## src/rtl/qchannel_pkg.sv

```systemverilog
// Shared definitions for the Q-Channel controller: FSM state encoding and the
// supported synchronizer depth range.
package qchannel_pkg;

  typedef enum logic [2:0] {
    Q_RUN     = 3'd0,
    Q_REQUEST = 3'd1,
    Q_STOPPED = 3'd2,
    Q_EXIT    = 3'd3,
    Q_DENIED  = 3'd4
  } q_state_e;

  localparam int Q_SYNC_STAGES_MIN = 0;
  localparam int Q_SYNC_STAGES_MAX = 3;

  // Out-of-range depths are pulled back into the supported range.
  function automatic int q_sync_clamp(int stages);
    if (stages < Q_SYNC_STAGES_MIN) return Q_SYNC_STAGES_MIN;
    if (stages > Q_SYNC_STAGES_MAX) return Q_SYNC_STAGES_MAX;
    return stages;
  endfunction

endpackage

```

## src/rtl/qchannel_sync.sv

```systemverilog
// N-stage flop synchronizer with asynchronous active-low reset and a
// per-instance reset value; STAGES=0 is a direct connection.
module qchannel_sync #(
  parameter int unsigned STAGES  = 2,
  parameter logic        RST_VAL = 1'b0
) (
  input  logic clk_i,
  input  logic rst_ni,
  input  logic d_i,
  output logic q_o
);

  if (STAGES == 0) begin : g_bypass
    logic unused_bypass;
    assign unused_bypass = clk_i ^ rst_ni ^ RST_VAL;
    assign q_o = d_i;
  end else begin : g_flops
    logic [STAGES-1:0] sync_q;
    logic [STAGES-1:0] sync_d;

    always_comb begin
      sync_d = (sync_q << 1) | STAGES'(d_i);
    end

    always_ff @(posedge clk_i or negedge rst_ni) begin
      if (!rst_ni) begin
        sync_q <= {STAGES{RST_VAL}};
      end else begin
        sync_q <= sync_d;
      end
    end

    assign q_o = sync_q[STAGES-1];
  end

endmodule

```

## src/rtl/qchannel_controller.sv

```systemverilog
// Q-Channel initiator: requests device quiescence after a programmable idle
// period, handles accept/deny, and exits STOPPED on wake or disable.
module qchannel_controller
  import qchannel_pkg::*;
#(
  parameter int unsigned IDLE_CNT_W  = 16,
  parameter int unsigned SYNC_STAGES = 2,
  parameter int unsigned DENY_CNT_W  = 8
) (
  input  logic                  wb_clk_i,
  input  logic                  wb_rst_ni,
  input  logic                  en_i,
  input  logic [IDLE_CNT_W-1:0] idle_thresh_i,
  input  logic                  activity_i,
  input  logic                  wake_req_i,
  output logic                  qreqn_o,
  input  logic                  qacceptn_i,
  input  logic                  qdeny_i,
  output logic                  stopped_o,
  output logic [DENY_CNT_W-1:0] deny_cnt_o,
  output logic                  proto_err_o
);

  localparam int unsigned SYNC_N = unsigned'(q_sync_clamp(int'(SYNC_STAGES)));

  logic acc;
  logic dny;

  qchannel_sync #(
    .STAGES  (SYNC_N),
    .RST_VAL (1'b0)
  ) u_sync_acc (
    .clk_i  (wb_clk_i),
    .rst_ni (wb_rst_ni),
    .d_i    (qacceptn_i),
    .q_o    (acc)
  );

  qchannel_sync #(
    .STAGES  (SYNC_N),
    .RST_VAL (1'b0)
  ) u_sync_dny (
    .clk_i  (wb_clk_i),
    .rst_ni (wb_rst_ni),
    .d_i    (qdeny_i),
    .q_o    (dny)
  );

  q_state_e              state_q, state_d;
  logic [IDLE_CNT_W-1:0] idle_cnt_q, idle_cnt_d;
  logic [DENY_CNT_W-1:0] deny_cnt_q, deny_cnt_d;
  logic                  wake_pend_q, wake_pend_d;
  logic                  proto_err_q, proto_err_d;
  logic                  qreqn_q, qreqn_d;
  logic                  stopped_q, stopped_d;

  logic                  idle_count_en;
  logic [IDLE_CNT_W:0]   idle_next;
  logic                  idle_hit;

  always_comb begin
    idle_count_en = !activity_i && !wake_req_i && en_i && (idle_thresh_i != '0);
    idle_next     = {1'b0, idle_cnt_q} + {{IDLE_CNT_W{1'b0}}, 1'b1};
    idle_hit      = (idle_next == {1'b0, idle_thresh_i});

    state_d     = state_q;
    idle_cnt_d  = idle_cnt_q;
    deny_cnt_d  = deny_cnt_q;
    wake_pend_d = wake_pend_q;
    proto_err_d = proto_err_q;

    unique case (state_q)
      Q_RUN: begin
        if (idle_count_en) begin
          idle_cnt_d = (idle_cnt_q == '1) ? idle_cnt_q : idle_next[IDLE_CNT_W-1:0];
          if (idle_hit) state_d = Q_REQUEST;
        end else begin
          idle_cnt_d = '0;
        end
      end
      Q_REQUEST: begin
        // qreqn must stay low until the device answers, so a wake is deferred.
        if (wake_req_i || !en_i) wake_pend_d = 1'b1;
        if (!acc) begin
          state_d = Q_STOPPED;
          if (dny) proto_err_d = 1'b1;
        end else if (dny) begin
          state_d = Q_DENIED;
          if (deny_cnt_q != '1) deny_cnt_d = deny_cnt_q + DENY_CNT_W'(1);
        end
      end
      Q_STOPPED: begin
        if (wake_req_i || !en_i || wake_pend_q) begin
          state_d     = Q_EXIT;
          wake_pend_d = 1'b0;
        end
      end
      Q_EXIT: begin
        if (dny) begin
          proto_err_d = 1'b1;
        end else if (acc) begin
          state_d    = Q_RUN;
          idle_cnt_d = '0;
        end
      end
      Q_DENIED: begin
        if (!acc) proto_err_d = 1'b1;
        if (!dny) begin
          state_d     = Q_RUN;
          idle_cnt_d  = '0;
          wake_pend_d = 1'b0;
        end
      end
      default: state_d = Q_STOPPED;
    endcase

    // Outputs are registered copies decoded from the next state.
    qreqn_d   = !((state_d == Q_REQUEST) || (state_d == Q_STOPPED));
    stopped_d = (state_d == Q_STOPPED);
  end

  always_ff @(posedge wb_clk_i or negedge wb_rst_ni) begin
    if (!wb_rst_ni) begin
      state_q     <= Q_STOPPED;
      idle_cnt_q  <= '0;
      deny_cnt_q  <= '0;
      wake_pend_q <= 1'b0;
      proto_err_q <= 1'b0;
      qreqn_q     <= 1'b0;
      stopped_q   <= 1'b1;
    end else begin
      state_q     <= state_d;
      idle_cnt_q  <= idle_cnt_d;
      deny_cnt_q  <= deny_cnt_d;
      wake_pend_q <= wake_pend_d;
      proto_err_q <= proto_err_d;
      qreqn_q     <= qreqn_d;
      stopped_q   <= stopped_d;
    end
  end

  assign qreqn_o     = qreqn_q;
  assign stopped_o   = stopped_q;
  assign deny_cnt_o  = deny_cnt_q;
  assign proto_err_o = proto_err_q;

endmodule

```

## config.mk

```make
export PLATFORM = sky130hd
export DESIGN_NAME = qchannel_controller
export DESIGN_NICKNAME = d
export VERILOG_FILES = /design/src/rtl/qchannel_pkg.sv /design/src/rtl/qchannel_sync.sv /design/src/rtl/qchannel_controller.sv
export SDC_FILE = /design/constraint.sdc
export NUM_CORES = 1
export LEC_CHECK = 0
export ABC_CLOCK_PERIOD_IN_PS = 2600
export CAP_MARGIN = 40
export CORE_UTILIZATION = 30
export CTS_CLUSTER_DIAMETER = 150
export DETAILED_ROUTE_END_ITERATION = 16
export DONT_BUFFER_PORTS = 1
export HOLD_SLACK_MARGIN = 0.05
export PLACE_DENSITY = 0.53
export SYNTH_ARGS = -nofsm -noshare
export SYNTH_HDL_FRONTEND = slang
export SYNTH_HIERARCHICAL = 1
export SYNTH_SLANG_ARGS = --single-unit
```

## constraint.sdc

```tcl
create_clock -name wb_clk_i -period 2.6 [get_ports wb_clk_i]
set_input_delay 0.26 -clock wb_clk_i [delete_from_list [all_inputs] [get_ports wb_clk_i]]
set_output_delay 0.26 -clock wb_clk_i [all_outputs]
set_load 0.05 [all_outputs]
```

==> results.md <==
| Item | This run | Unit |
|---|---|---|
| Count of buffers inserted at the top-level ports | 0 | - |
| Count of max-cap constraint violations | 0 | - |
| GR Overflow Total | 0 | - |
| Crit-path cells | ha_1 -> nand3_1 -> or4_4 -> a2111oi_2 -> nand4_1 -> o31a_1 | - |
| Clock network latency to the later pin of the worst-skew pair | 0.29 | ns |
| Number of remaining DRC errors | 0 | - |
| Gpl congestion | 0.830 | - |
| Number of diodes | 0 | - |
| Setup repair after global routing missed its margin | false | - |
| Number of sinks handled by clock tree synthesis | 35 | - |
| Worst EP arrival | 2.49 | ns |
| Max-slew violation total from the final report | 0 | - |
| Total clock buffers created by CTS | 5 | - |
| Initial core utilization | 31.7 | % |
| Cell class contributing the biggest share of worst-path delay | simple AND/OR/NAND/NOR gates | - |
| Count of instances resized after the clock tree is built | 0 | - |
| Post-synthesis average cell area | 9.01 | µm² |
| Instance count of the mapped netlist | 243 | - |
| Half-perimeter wire length after detailed placement | 3840 | µm |
| Number of enable-type register cells in the synthesized netlist | 0 | - |
| Standard cell core area | 6910 | µm² |
| Share of the synthesized area in the top cell type | 37.7 | % |
| 1st-iter DRT viols | 149 | - |
| Die width | 87.4 | µm |
| Largest net degree at the start of global routing | 36 | - |
| Worst setup EP type | flop | - |
| Most frequent cell after synthesis | sky130_fd_sc_hd__dfrtp_1 | - |
| Post-route minimum period | 2.31 | ns |
| Maximum operating frequency | 433 | MHz |
| Die Ht | 87.4 | µm |
| H-Tree Depth | 2 | - |
| Biggest area consumer among synthesized cells | sky130_fd_sc_hd__dfrtp_1 | - |
| TritonCTS clock tree | built | - |
| Setup Skew | 0.00805 | ns |
| Biggest cell delay along the critical path | 0.51 | ns |
| Std cell rows | 30 | - |
| WL per Instance | 15.2 | µm |
| Maximum buffer depth of the clock tree | 2 | - |
| Required time of the worst setup path | 2.78 | ns |
| Dominant register cell in the synthesized netlist | sky130_fd_sc_hd__dfrtp_1 | - |
| Clock slew at reported path FFs | 0.08 | ns |
| FF+latch count, synth | 35 | - |
| Via Count | 1,826 | - |
| Least-Margin Pin Slew | 0.654 | ns |
| First drt pass iteration count | 4 | - |
| Critical-path top delay cell | sky130_fd_sc_hd__or4_4 | - |
| Final Net Count | 278 | - |
| Static Leak | 0.949 | nW |
| Die outline area | 7640 | µm² |
| Top-Level Pins | 34 | - |
| Drt total wl | 5300 | µm |
| Number of global-route vias before repair | 1,773 | - |
| Number of antenna-violating nets in the routed design | 0 | - |
| Share of the clock period used by the worst path after layout | 88.9 | % |
| Post-synthesis cell area | 2190 | µm² |
| Hold Slack | 0.325 | ns |
| Root Buffer | sky130_fd_sc_hd__clkbuf_8 | - |
| Commonest cells in the netlist | 33 x sky130_fd_sc_hd__dfrtp_1, 26 x sky130_fd_sc_hd__o21ai_0, 25 x sky130_fd_sc_hd__nand2_1, 21 x sky130_fd_sc_hd__xnor2_1, 15 x sky130_fd_sc_hd__nor3_1 | - |
| Ys Warns | 6 | - |
| Async set-reset flop share out of synthesis | 100 | % |
| Setup Buffers After CTS | 0 | - |
| Class of the worst hold path | in -> reg | - |
| Initial antenna violation count | 0 | - |
| Detail-routed via count per cell | 5.22 | - |
| Library cells used by synthesis | 45 | - |
| Area contributors post-synth | sky130_fd_sc_hd__dfrtp_1 38%, sky130_fd_sc_hd__xnor2_1 8.4%, sky130_fd_sc_hd__o21ai_0 5.9% | - |
| Relative slew slack | 56.4 | % |
| Worst-path fanout max | 7 | - |
| Worst IR Drop VDD | 0.160 | mV |
| Pwr/cell area | 659 | nW/µm² |
| Number of endpoints failing setup at the final stage | 0 | - |
| Total count of hold-check failures in the final report | 0 | - |
| Global-route total usage across every layer | 15.0 | % |
| Run status | completed | - |
| Setup TNS | 0 | ns |
| Total buffers and inverters traversed by the critical path | 0 | - |
| Startpoint Class | flop | - |
| Critical path class | reg -> reg | - |
| Share of layout cells above drive strength 1 | 11.4 | % |
| Global-route wire length before repair | 8690 | µm |
| Area Overhead vs Synth | 12.8 | % |
| Synthesized Nets | 268 | - |
| Share of synthesized area occupied by flip-flops and latches | 40.1 | % |
final cells by class:
cell class | instances | area (µm²)
clock buffer | 6 | 72.6
clock inverter | 2 | 12.5
fill | 734 | 4440
inverter | 5 | 18.8
multi-input combinational | 192 | 1240
sequential | 35 | 878
tap | 96 | 120
timing repair buffer | 14 | 125
placed cells by master, fill, tap and decap left out, drive strengths merged, types with 2 or more instances in the layout:
cell,Yosys,final
a2111oi,2,2
a211o,2,2
a21oi,3,3
and2,2,2
and3,8,8
buf,8,11
clkbuf,3,6
dfrtp,33,33
dfstp,2,2
dlygate4sd3,0,3
ha,2,2
inv,5,5
nand2,25,25
nand2b,7,7
nand3,10,10
nand4,6,6
nor2,9,9
nor2b,6,6
nor3,15,15
nor3b,4,4
nor4,10,10
o21ai,26,26
o31ai,6,6
o41ai,3,3
xnor2,21,21
xor2,10,10
worst paths after layout:
check | startpoint | endpoint | slack [ns] | cells past startpoint
min in group asynchronous | wb_rst_ni | idle_cnt_q[9] | 0.45 | 2
min reg2reg | u_sync_dny/g_flops.sync_q[0] | u_sync_dny/g_flops.sync_q[1] | 0.35 | 0
max | idle_cnt_q[0] | qreqn_o | 0.29 | 6
max in group asynchronous | wb_rst_ni | stopped_o | 1.90 | 2
max reg2reg | idle_cnt_q[0] | qreqn_o | 0.29 | 6
min | wake_req_i | wake_pend_q | 0.32 | 4
registers in the layout, summed over array words and instances, names as in the netlist:
name                       count
state_q                        3
wake_pend_q                    1
idle_cnt_q                    16
deny_cnt_o                     8
qreqn_o                        1
stopped_o                      1
u_sync_dny/g_flops.sync_q      2
proto_err_o                    1
u_sync_acc/g_flops.sync_q      2
metal layers:
layer	track usage (%)	wire length [µm]	vias to the layer above
met4	10.1	204	0
met2	22.7	2470	37
li1	-	-	894
met1	19.2	2390	879
met3	2.94	243	16
met5	0	0	-
kinds of logic (layout without fill, tap and decap cells):
kind of cell / count (synthesis) / after routing / synth area share, %
AOI/OAI and AO/OA: 51 / 51 / 15.1
muxes: 2 / 2 / 0.971
buffers and inverters: 16 / 27 / 3.14
DFF: 35 / 35 / 40.1
adders and majority gates: 2 / 2 / 1.14
xor gates and xnor gates: 31 / 31 / 12.4
and+or+nand+nor: 106 / 106 / 27.1
per-stage QoR:
step / utilization, % / total power [mW] / worst slack, ns / cell area [µm²] / instances
after floorplan: - / 1.10 / 0.371 / 2190 / 243
after global placement: 33.8 / 1.23 / 0.417 / 2330 / 338
after detailed placement: 33.8 / 1.23 / 0.323 / 2330 / 338
after CTS: 35.8 / 1.64 / 0.307 / 2470 / 350
after global routing: 35.8 / 1.73 / 0.0110 / 2470 / 350
final: 35.8 / 1.63 / 0.290 / 2470 / 350
tightest hold or removal path, delay by kind of cell:
kind,cells,cell delay [ns]
AOI/OAI and AO/OA,1,0.09
and+or+nand+nor,3,0.24
where the power goes:
part | internal, mW | switching (mW)
combinational | 0.181 | 0.263
clock | 0.187 | 0.208
sequential | 0.629 | 0.159
what timing repair did:
action,in CTS,in global routing
setup endpoints to repair,0,0
hold endpoints to repair,37,0
hold buffers,4,0
Power figures use the tool's default switching activity.
